## src/rtl/fmcw_adc_framer.sv

```systemverilog
// fmcw_adc_framer: captures one sweep-gated frame of interleaved multi-channel
// ADC samples per sawtooth, decimates it (pick or boxcar mean), tags each word
// and streams it toward the ping-pong buffer.
// Ports:
//   ADC_clk, rst_n          clock, async active-low reset
//   SAWTOOTH_DSYNC          async sweep start (synchronised, rising edge)
//   ADC_DSYNC, ADC_DATA     channel-0 marker and sample stream
//   avg_en                  0 = pick, 1 = boxcar average (latched at frame start)
//   out_valid/out_data/out_last  tagged word stream {tag[3:0], sample}
//   buf_sel, buf_rst        ping-pong select, buffer reset during echo delay
//   frame_cnt, frame_done   completed-frame count and pulse
//   overrun, sync_err       aborted-frame and DSYNC-misalignment pulses
module fmcw_adc_framer #(
  parameter int CH_NUM    = 6,
  parameter int DATA_W    = 12,
  parameter int POINTS    = 256,
  parameter int DIV_LOG2  = 4,
  parameter int DELAY_CYC = 900
) (
  input  logic              ADC_clk,
  input  logic              rst_n,
  input  logic              SAWTOOTH_DSYNC,
  input  logic              ADC_DSYNC,
  input  logic [DATA_W-1:0] ADC_DATA,
  input  logic              avg_en,
  output logic              out_valid,
  output logic [DATA_W+3:0] out_data,
  output logic              out_last,
  output logic              buf_sel,
  output logic              buf_rst,
  output logic [7:0]        frame_cnt,
  output logic              frame_done,
  output logic              overrun,
  output logic              sync_err
);

  localparam int CH_W  = $clog2(CH_NUM);
  localparam int PT_W  = $clog2(POINTS);
  localparam int DEC_W = (DIV_LOG2 > 0) ? DIV_LOG2 : 1;
  localparam int DLY_W = $clog2(DELAY_CYC + 1);
  localparam int ACC_W = DATA_W + DIV_LOG2;

  localparam logic [CH_W-1:0]  CH_LAST  = CH_W'(CH_NUM - 1);
  localparam logic [PT_W-1:0]  PT_LAST  = PT_W'(POINTS - 1);
  localparam logic [DEC_W-1:0] DEC_LAST = DEC_W'((1 << DIV_LOG2) - 1);
  localparam logic [DLY_W-1:0] DLY_LAST = DLY_W'(DELAY_CYC - 1);

  typedef enum logic [2:0] {IDLE, DELAY, ALIGN, CAPTURE, FINISH} state_t;

  state_t            state;
  logic [2:0]        sync_q;
  logic              sweep_edge;
  logic              avg_mode;
  logic [DLY_W-1:0]  dcnt;
  logic [CH_W-1:0]   ch;
  logic [DEC_W-1:0]  dec;
  logic [PT_W-1:0]   pt;
  logic [ACC_W-1:0]  acc [CH_NUM];

  logic [CH_W-1:0]   take_ch;
  logic [ACC_W-1:0]  sum;
  logic [DATA_W-1:0] sample;
  logic [3:0]        tag;
  logic              emit;
  logic              is_last;
  logic              accept;
  logic              misalign;

  // sync_q[1] is the synchronised level, sync_q[2] its previous value
  always_ff @(posedge ADC_clk or negedge rst_n) begin
    if (!rst_n) sync_q <= '0;
    else        sync_q <= {sync_q[1:0], SAWTOOTH_DSYNC};
  end

  assign sweep_edge = sync_q[1] & ~sync_q[2];

  always_comb begin
    // A DSYNC cycle is always treated as channel 0, whether it arrives on time,
    // early (realignment), or as the first sample after ALIGN.
    take_ch  = (state == ALIGN || ADC_DSYNC) ? '0 : ch;
    sum      = ((dec == '0) ? '0 : acc[take_ch]) + ACC_W'(ADC_DATA);
    emit     = avg_mode ? (dec == DEC_LAST) : (dec == '0);
    sample   = avg_mode ? DATA_W'(sum >> DIV_LOG2) : ADC_DATA;
    is_last  = emit && (pt == PT_LAST) && (take_ch == CH_LAST);
    accept   = (state == ALIGN && ADC_DSYNC) ||
               (state == CAPTURE && (ADC_DSYNC || ch != '0));
    misalign = (state == CAPTURE) && (ADC_DSYNC != (ch == '0));
    tag      = 4'(take_ch) + 4'd1;
    if (pt == '0) begin
      if (take_ch == CH_W'(0))      tag = 4'hE;
      else if (take_ch == CH_W'(1)) tag = frame_cnt[7:4];
      else if (take_ch == CH_W'(2)) tag = frame_cnt[3:0];
    end else if (pt == PT_LAST && take_ch == CH_LAST) begin
      tag = 4'hF;
    end
  end

  always_ff @(posedge ADC_clk or negedge rst_n) begin
    if (!rst_n) begin
      state      <= IDLE;
      avg_mode   <= 1'b0;
      dcnt       <= '0;
      ch         <= '0;
      dec        <= '0;
      pt         <= '0;
      acc        <= '{default: '0};
      out_valid  <= 1'b0;
      out_data   <= '0;
      out_last   <= 1'b0;
      buf_sel    <= 1'b0;
      buf_rst    <= 1'b0;
      frame_cnt  <= '0;
      frame_done <= 1'b0;
      overrun    <= 1'b0;
      sync_err   <= 1'b0;
    end else begin
      out_valid  <= 1'b0;
      out_last   <= 1'b0;
      frame_done <= 1'b0;
      overrun    <= 1'b0;
      sync_err   <= 1'b0;
      case (state)
        IDLE: begin
          if (sweep_edge) begin
            buf_sel  <= ~buf_sel;
            avg_mode <= avg_en;
            dcnt     <= '0;
            buf_rst  <= 1'b1;
            state    <= DELAY;
          end
        end
        DELAY, ALIGN, CAPTURE: begin
          if (sweep_edge) begin
            overrun <= 1'b1;
            buf_sel <= ~buf_sel;
            dcnt    <= '0;
            buf_rst <= 1'b1;
            state   <= DELAY;
          end else if (state == DELAY) begin
            if (dcnt == DLY_LAST) begin
              buf_rst <= 1'b0;
              ch      <= '0;
              dec     <= '0;
              pt      <= '0;
              state   <= ALIGN;
            end else begin
              dcnt <= dcnt + 1'b1;
            end
          end else if (misalign && !ADC_DSYNC) begin
            // Missing DSYNC: drop the sample and wait for the marker; dec/pt
            // are kept so the same raw point is captured again.
            sync_err <= 1'b1;
            state    <= ALIGN;
          end else if (accept) begin
            sync_err     <= misalign;
            acc[take_ch] <= sum;
            if (emit) begin
              out_valid <= 1'b1;
              out_data  <= {tag, sample};
              out_last  <= is_last;
            end
            if (is_last) begin
              state <= FINISH;
            end else begin
              state <= CAPTURE;
              if (take_ch == CH_LAST) begin
                ch  <= '0;
                dec <= (dec == DEC_LAST) ? '0 : dec + 1'b1;
                if (dec == DEC_LAST) pt <= pt + 1'b1;
              end else begin
                ch <= take_ch + 1'b1;
              end
            end
          end
        end
        FINISH: begin
          frame_done <= 1'b1;
          frame_cnt  <= frame_cnt + 8'd1;
          // An edge landing here starts the next frame straight away.
          if (sweep_edge) begin
            buf_sel  <= ~buf_sel;
            avg_mode <= avg_en;
            dcnt     <= '0;
            buf_rst  <= 1'b1;
            state    <= DELAY;
          end else begin
            state <= IDLE;
          end
        end
        default: state <= IDLE;
      endcase
    end
  end

endmodule

```

## config.mk

```make
export PLATFORM = sky130hd
export DESIGN_NAME = fmcw_adc_framer
export DESIGN_NICKNAME = d
export VERILOG_FILES = /design/src/rtl/fmcw_adc_framer.sv
export SDC_FILE = /design/constraint.sdc
export NUM_CORES = 1
export LEC_CHECK = 0
export ABC_AREA = 0
export CAP_MARGIN = 5
export CELL_PAD_IN_SITES_DETAIL_PLACEMENT = 1
export CELL_PAD_IN_SITES_GLOBAL_PLACEMENT = 1
export CORE_MARGIN = 10
export CORE_UTILIZATION = 45
export DETAILED_ROUTE_END_ITERATION = 7
export PLACE_DENSITY = 0.88
export SETUP_SLACK_MARGIN = 0.4
export SLEW_MARGIN = 20
export SYNTH_ARGS = -nofsm -noshare
export SYNTH_HDL_FRONTEND = slang
export SYNTH_SLANG_ARGS = --single-unit
```

## constraint.sdc

```tcl
create_clock -name ADC_clk -period 4.56 [get_ports ADC_clk]
set_clock_uncertainty 0.2 [all_clocks]
set_input_delay 0.912 -clock ADC_clk [delete_from_list [all_inputs] [get_ports ADC_clk]]
set_output_delay 0.912 -clock ADC_clk [all_outputs]
set_load 0.01 [all_outputs]
```

# Word level (Yosys, flattened, before mapping)
# Index checks and enable logic that the tools add are counted.
[word_totals]
register_bits = 159
latchBits = 0
ram_bits = 0
rom_bits = 0
inputBits = 17
output_inout_bits = 31
wordCells = 168
memories = 0
[op_classes]
add_sub_neg = 7
n_mul = 0
div = 0
n_lt_le_gt_ge = 2
eq_ne = 21
n_shift = 0
muxes = 74
bitwise_logic = 7
reduce_logical = 35
[ops]
columns = ["op", "n"]
rows = [
  ["$bwmux 96", 1],
  ["$mux 16", 4],
  ["$mux 8", 7],
  ["$bmux 16 s3", 1],
  ["$demux 16 s3", 1],
  ["$mux 4", 12],
  ["$mux 3", 14],
  ["$mux 10", 4],
  ["$mux 1", 26],
  ["$pmux 10 s2", 1],
  ["$add 16x12->16", 1],
  ["$add 8x1->8 const B", 2],
  ["$mux 12", 1],
  ["$reduce_and 6->1", 2],
  ["$add 10x1->10 const B", 1],
  ["$eq 10x10->1 const B", 1],
  ["$eq 3x2->1 const B", 3],
  ["$logic_not 3->1", 3],
  ["$ne 3x3->1 const B", 3],
  ["$pmux 3 s3", 1],
  ["$eq 8x8->1 const B", 1],
  ["$logic_and 1x1->1", 8],
  ["$logic_not 8->1", 1],
  ["$reduce_and 4->1", 2],
  ["other kinds (30)", 45],
]

# Depth between registers and ports, before layout
[logic_depth]
word_depth = 11
ltp_mapped = 19
mapped_depth_nobuf = 17

# Worst setup path before layout
# Ideal clock, no wire load.
[synth_timing]
path_type = "input to register"
start = "in ADC_DSYNC"
end = "reg out_data[6]"
arrival_ns = 4.195
t_required_ns = 4.283
path_slack_ns = 0.088
stages = 19
n_path_buf = 3
path_cell_list = "buf_2 -> inv_1 -> and3_1 -> clkbuf_1 -> clkbuf_1 -> nand2_1 -> nand2_1 -> a21oi_1 -> nor3_1 -> ha_1 -> inv_1 -> fa_1 -> nor2b_1 -> o2111ai_1 -> a32oi_1 -> a31oi_1 -> xnor2_1 -> nand2_1 -> a21oi_1"
[synth_between]
elab_chain_len = 9
word_cells_on_any_way = 19
cone_classes = "add/sub (1); eq/ne (1); mux (6); bitwise (2); reduce/logical (9)"
[synth_rtl]
columns = ["element", "line_no", "rtl"]
rows = [
  ["from (decl)", "23", "input logic ADC_DSYNC,"],
  ["$logic_or 1x1->1", "80", "take_ch = (state == ALIGN || ADC_DSYNC) ? '0 : ch;"],
  ["$mux 3", "80", ""],
  ["$not 3->4 (implied by the code)", "81", "sum = ((dec == '0) ? '0 : acc[take_ch]) + ACC_W'(ADC_DATA);"],
  ["$bmux 16 s3", "81", ""],
  ["$mux 16 (implied by the code) (2 in a row)", "81", ""],
  ["$mux 16", "81", ""],
  ["$add 16x12->16", "81", ""],
  ["$mux 12", "83", "sample = avg_mode ? DATA_W'(sum >> DIV_LOG2) : ADC_DATA;"],
  ["to (signal assigned)", "159", "out_data <= {tag, sample};"],
  ["to (decl)", "27", "output logic [DATA_W+3:0] out_data,"],
]
# Parallel ways exist; a longest one is shown, timed or not. The select of a mux whose other input is x is not followed.
# A chain may end at the register's enable or synchronous reset.

# Worst setup path after layout
[layout_timing]
start = "in ADC_DSYNC"
end = "reg acc[30] (netlist bit)"
[layout_between]
elab_chain_len = 9
word_cells_on_any_way = 24
cone_classes = "add/sub (1); order compare (2); eq/ne (1); mux (8); bitwise (2); reduce/logical (10)"
[layout_rtl]
columns = ["element", "line_no", "rtl"]
rows = [
  ["$logic_or 1x1->1", "80", ""],
  ["$mux 3", "80", ""],
  ["$not 3->4 (implied by the code)", "81, 156", ""],
  ["$bmux 16 s3", "81", ""],
  ["$mux 16 (implied by the code) (2 in a row)", "81", ""],
  ["$mux 16", "81", ""],
  ["$add 16x12->16", "81", ""],
  ["$bwmux 96", "156", "acc[take_ch] <= sum;"],
  ["to (signal, indexed assignment)", "156", ""],
  ["to (decl)", "58", "logic [ACC_W-1:0] acc [CH_NUM];"],
]
# Parallel ways exist; a longest one is shown, timed or not. The select of a mux whose other input is x is not followed.

==> flow_metrics.tcl <==
set metrics [dict create \
    clkSinkCount 159 \
    synth_edf_count 0 \
    syn_area_per_cell_um2 9.42 \
    grt_pass1_wl_um 48300 \
    vias_per_cell 6.91 \
    ys.warnings.count 0 \
    seq_power_share 0.353 \
    finalMaxSlewViolations 0 \
    r2r_slack_ns 0.11 \
    drtIter0Drc 1289 \
    drtAntennaViolNets 0 \
    worstSetupStartpoint "ADC_DSYNC" \
    layout-drive-gt1-share 0.202 \
    internal-power_w 0.00362 \
    rows 49 \
    drv_cap 0 \
    top_layer_used "met4" \
    cp.arrival_ns 4.62 \
    syn_area_um2 8270 \
    r2r_start "ch[1]$_DFFE_PN0P_" \
    timing.final.crit_period_ns 4.49 \
    async_flop_share 1.00 \
    hp-class "reg2reg" \
    p_sw_frac 0.401 \
    cp_max_fo 12 \
    vdd_drop_max_v 0.000332 \
    diodes 0 \
    core_area_um2 18000 \
    cp-start-kind "input port" \
    endpoint_kind "flip-flop" \
    vias 8432 \
    h-tree-depth 4 \
    layout.nets 1022 \
    worst_pin_slew_ns 1.02 \
    gp_congestion 0.908 \
    wl_um 36200 \
    grt_overflow 0 \
    die-area_um2 24200 \
    crit_required_ns 4.69 \
    ys.flop_type "dfrtp_1" \
    max_freq_mhz 223 \
    outcome "finished, final reports clean" \
    initial_utilization 0.459 \
    clk_latency_ns 0.45 \
    design_area_um2 10300 \
    power_per_cell_area_nw_per_um2 586 \
    ys_ff_latch 159 \
    rsz0062_at_grt "true" \
    die_h_um 156 \
    hold_viol 0 \
    drc 0 \
    first_global_vias 8429 \
    setup_viol 0 \
    ys_seq_area_frac 0.481 \
    leakagePower_nw 4.70 \
    dp_cells 1186 \
    p_sw_w 0.00242 \
    tritoncts "built" \
    relSlewSlack 0.314 \
    route.detailed.wl_per_inst_um 29.7 \
    dpl.hpwl_um 18300 \
    area_growth_pct 24.6 \
    routed-wl-met3_um 4080 \
    port_buffers 47 \
    grt_max_degree 85 \
    layoutNonFillerInstCount 1221 \
    synth.area.top_cells "dfrtp_1 (48%), nand2_1 (7.2%), mux2_2 (5.3%), o21ai_0 (4.7%), ha_1 (3.5%)" \
    yosysTopAreaCellShare 0.481 \
    power.share.clock 0.259 \
    gr-usage-all-layers 0.253 \
    power_w 0.00604 \
    final_cell_mix "nand2_1 (159), dfrtp_1 (159), buf_4 (78)" \
    clockRootBuffer "clkbuf_16" \
    endpoint "acc[30]$_DFFE_PN0P_" \
    first_pass_iters 6 \
    ctsHoldBuffers 0 \
    synth_cell_types 67 \
    r2r_end "acc[30]$_DFFE_PN0P_" \
    antenna_found_initial 0 \
    placedInstanceArea_um2 9470 \
    clk_path_buf_depth 2 \
    yosysTopAreaCell "dfrtp_1" \
    ioPinCount 48 \
    pwr-share-comb 0.388 \
    syn-instance-count 878 \
    reg2reg_depth 15 \
    final_core_util 0.572 \
    period_share 0.984 \
    die-width_um 156 \
    synth_nets 919 \
    cts.clk_slew.worst_paths_ns 0.07 \
    criticalPathCategory "in2reg" \
    wl_met2_um 16400 \
    cts_made_buffers 17 \
    met1_length_um 13200 \
]
registers in the layout (all words and copies together) (netlist names), 3 cells and up:
name and count:
acc 96, ch 3, state 3, pt 8, frame_cnt 8, dec 4
dcnt 10, out_data 16, sync_q 3
timing repair:
item                       in CTS  in global routing
setup endpoints to repair      79                 74
setup buffers                   1                  4
pin swaps                       3                 13
gates resized for setup        16                 27
metal layers:
layer,vias to the layer above,track usage
met2,746,0.408
met3,255,0.0626
met4,0,0.147
li1,3301,-
met5,-,0
met1,4130,0.302
layout make-up:
cell class | instances | area (um2)
tap | 229 | 287
fill | 1959 | 7720
multi-input combinational | 649 | 4210
inverter | 25 | 96.3
clock buffer | 19 | 443
timing repair buffer | 129 | 1120
clock inverter | 11 | 166
sequential | 159 | 3980
through the flow:
step	setup TNS, ns	hold slack, ns	setup slack [ns]
6_report	0	0.160	0.0732
5_1_grt	0	0.178	0.104
4_1_cts	0	0.171	0.400
3_5_place_dp	-6.65	0.148	-0.224
3_3_place_gp	-0.409	0.135	-0.0583
2_1_floorplan	0	0.131	0.414
critical path: stages:
cell           delay [ns]
dlygate4sd2_1        0.29
inv_2                0.06
buf_4                0.16
nand2_4              0.06
nor2_2               0.06
inv_2                0.30
a21oi_1              0.18
nor3_2               0.25
ha_2                 0.36
a21o_1               0.29
buf_4                0.18
a21oi_2              0.27
nand3b_1             0.18
a21o_1               0.27
a31oi_2              0.25
nor2_1               0.09
buf_4                0.16
o21ai_0              0.29
cell families after synthesis:
logic type	after synthesis	synth area share
flip-flops	159	0.481
adder cells (fa/ha/maj)	24	0.0372
XOR/XNOR	29	0.0307
buffers and inverters	70	0.0334
multiplexers	59	0.0773
AO/OA/AOI/OAI	208	0.153
AND/OR/NAND/NOR	329	0.187
synth_stat cells (4+ instances only):
cell type	instances
dfrtp_1	159
nand2_1	159
o21ai_0	78
nor2_1	55
a21oi_1	49
mux2_2	39
clkbuf_1	33
nor3_1	30
ha_1	23
inv_1	23
mux2i_1	20
xnor2_1	17
nand3_1	15
o221ai_1	15
xor2_1	12
a31oi_1	9
and3_1	9
a21o_1	8
buf_2	8
nor2b_1	8
or3_1	7
o211ai_1	6
o21a_1	6
o21ai_1	6
or2_2	6
a211oi_1	5
nand4_1	5
a22o_1	4
nand3b_1	4
worst min-delay path by stage:
| stage | to | start | cells past startpoint |
|---|---|---|---|
| 2_1_floorplan | sync_q[1]$_DFF_PN0_ | sync_q[0]$_DFF_PN0_ | 0 |
| 3_3_place_gp | sync_q[1]$_DFF_PN0_ | sync_q[0]$_DFF_PN0_ | 0 |
| 3_5_place_dp | sync_q[1]$_DFF_PN0_ | sync_q[0]$_DFF_PN0_ | 0 |
| 4_1_cts | sync_q[1]$_DFF_PN0_ | sync_q[0]$_DFF_PN0_ | 0 |
| 5_1_grt | sync_q[1]$_DFF_PN0_ | sync_q[0]$_DFF_PN0_ | 0 |
| 6_report | sync_q[1]$_DFF_PN0_ | sync_q[0]$_DFF_PN0_ | 0 |
power groups by stage:
stage | Clock [W] | Sequential [W] | Combinational (W)
5_1_grt | 0.00161 | 0.00216 | 0.00245
3_3_place_gp | 0 | 0.00205 | 0.00188
3_5_place_dp | 0 | 0.00208 | 0.00197
4_1_cts | 0.00152 | 0.00209 | 0.00208
6_report | 0.00156 | 0.00213 | 0.00234
2_1_floorplan | 0 | 0.00202 | 0.00122
(Power assumes the default switching activity.)
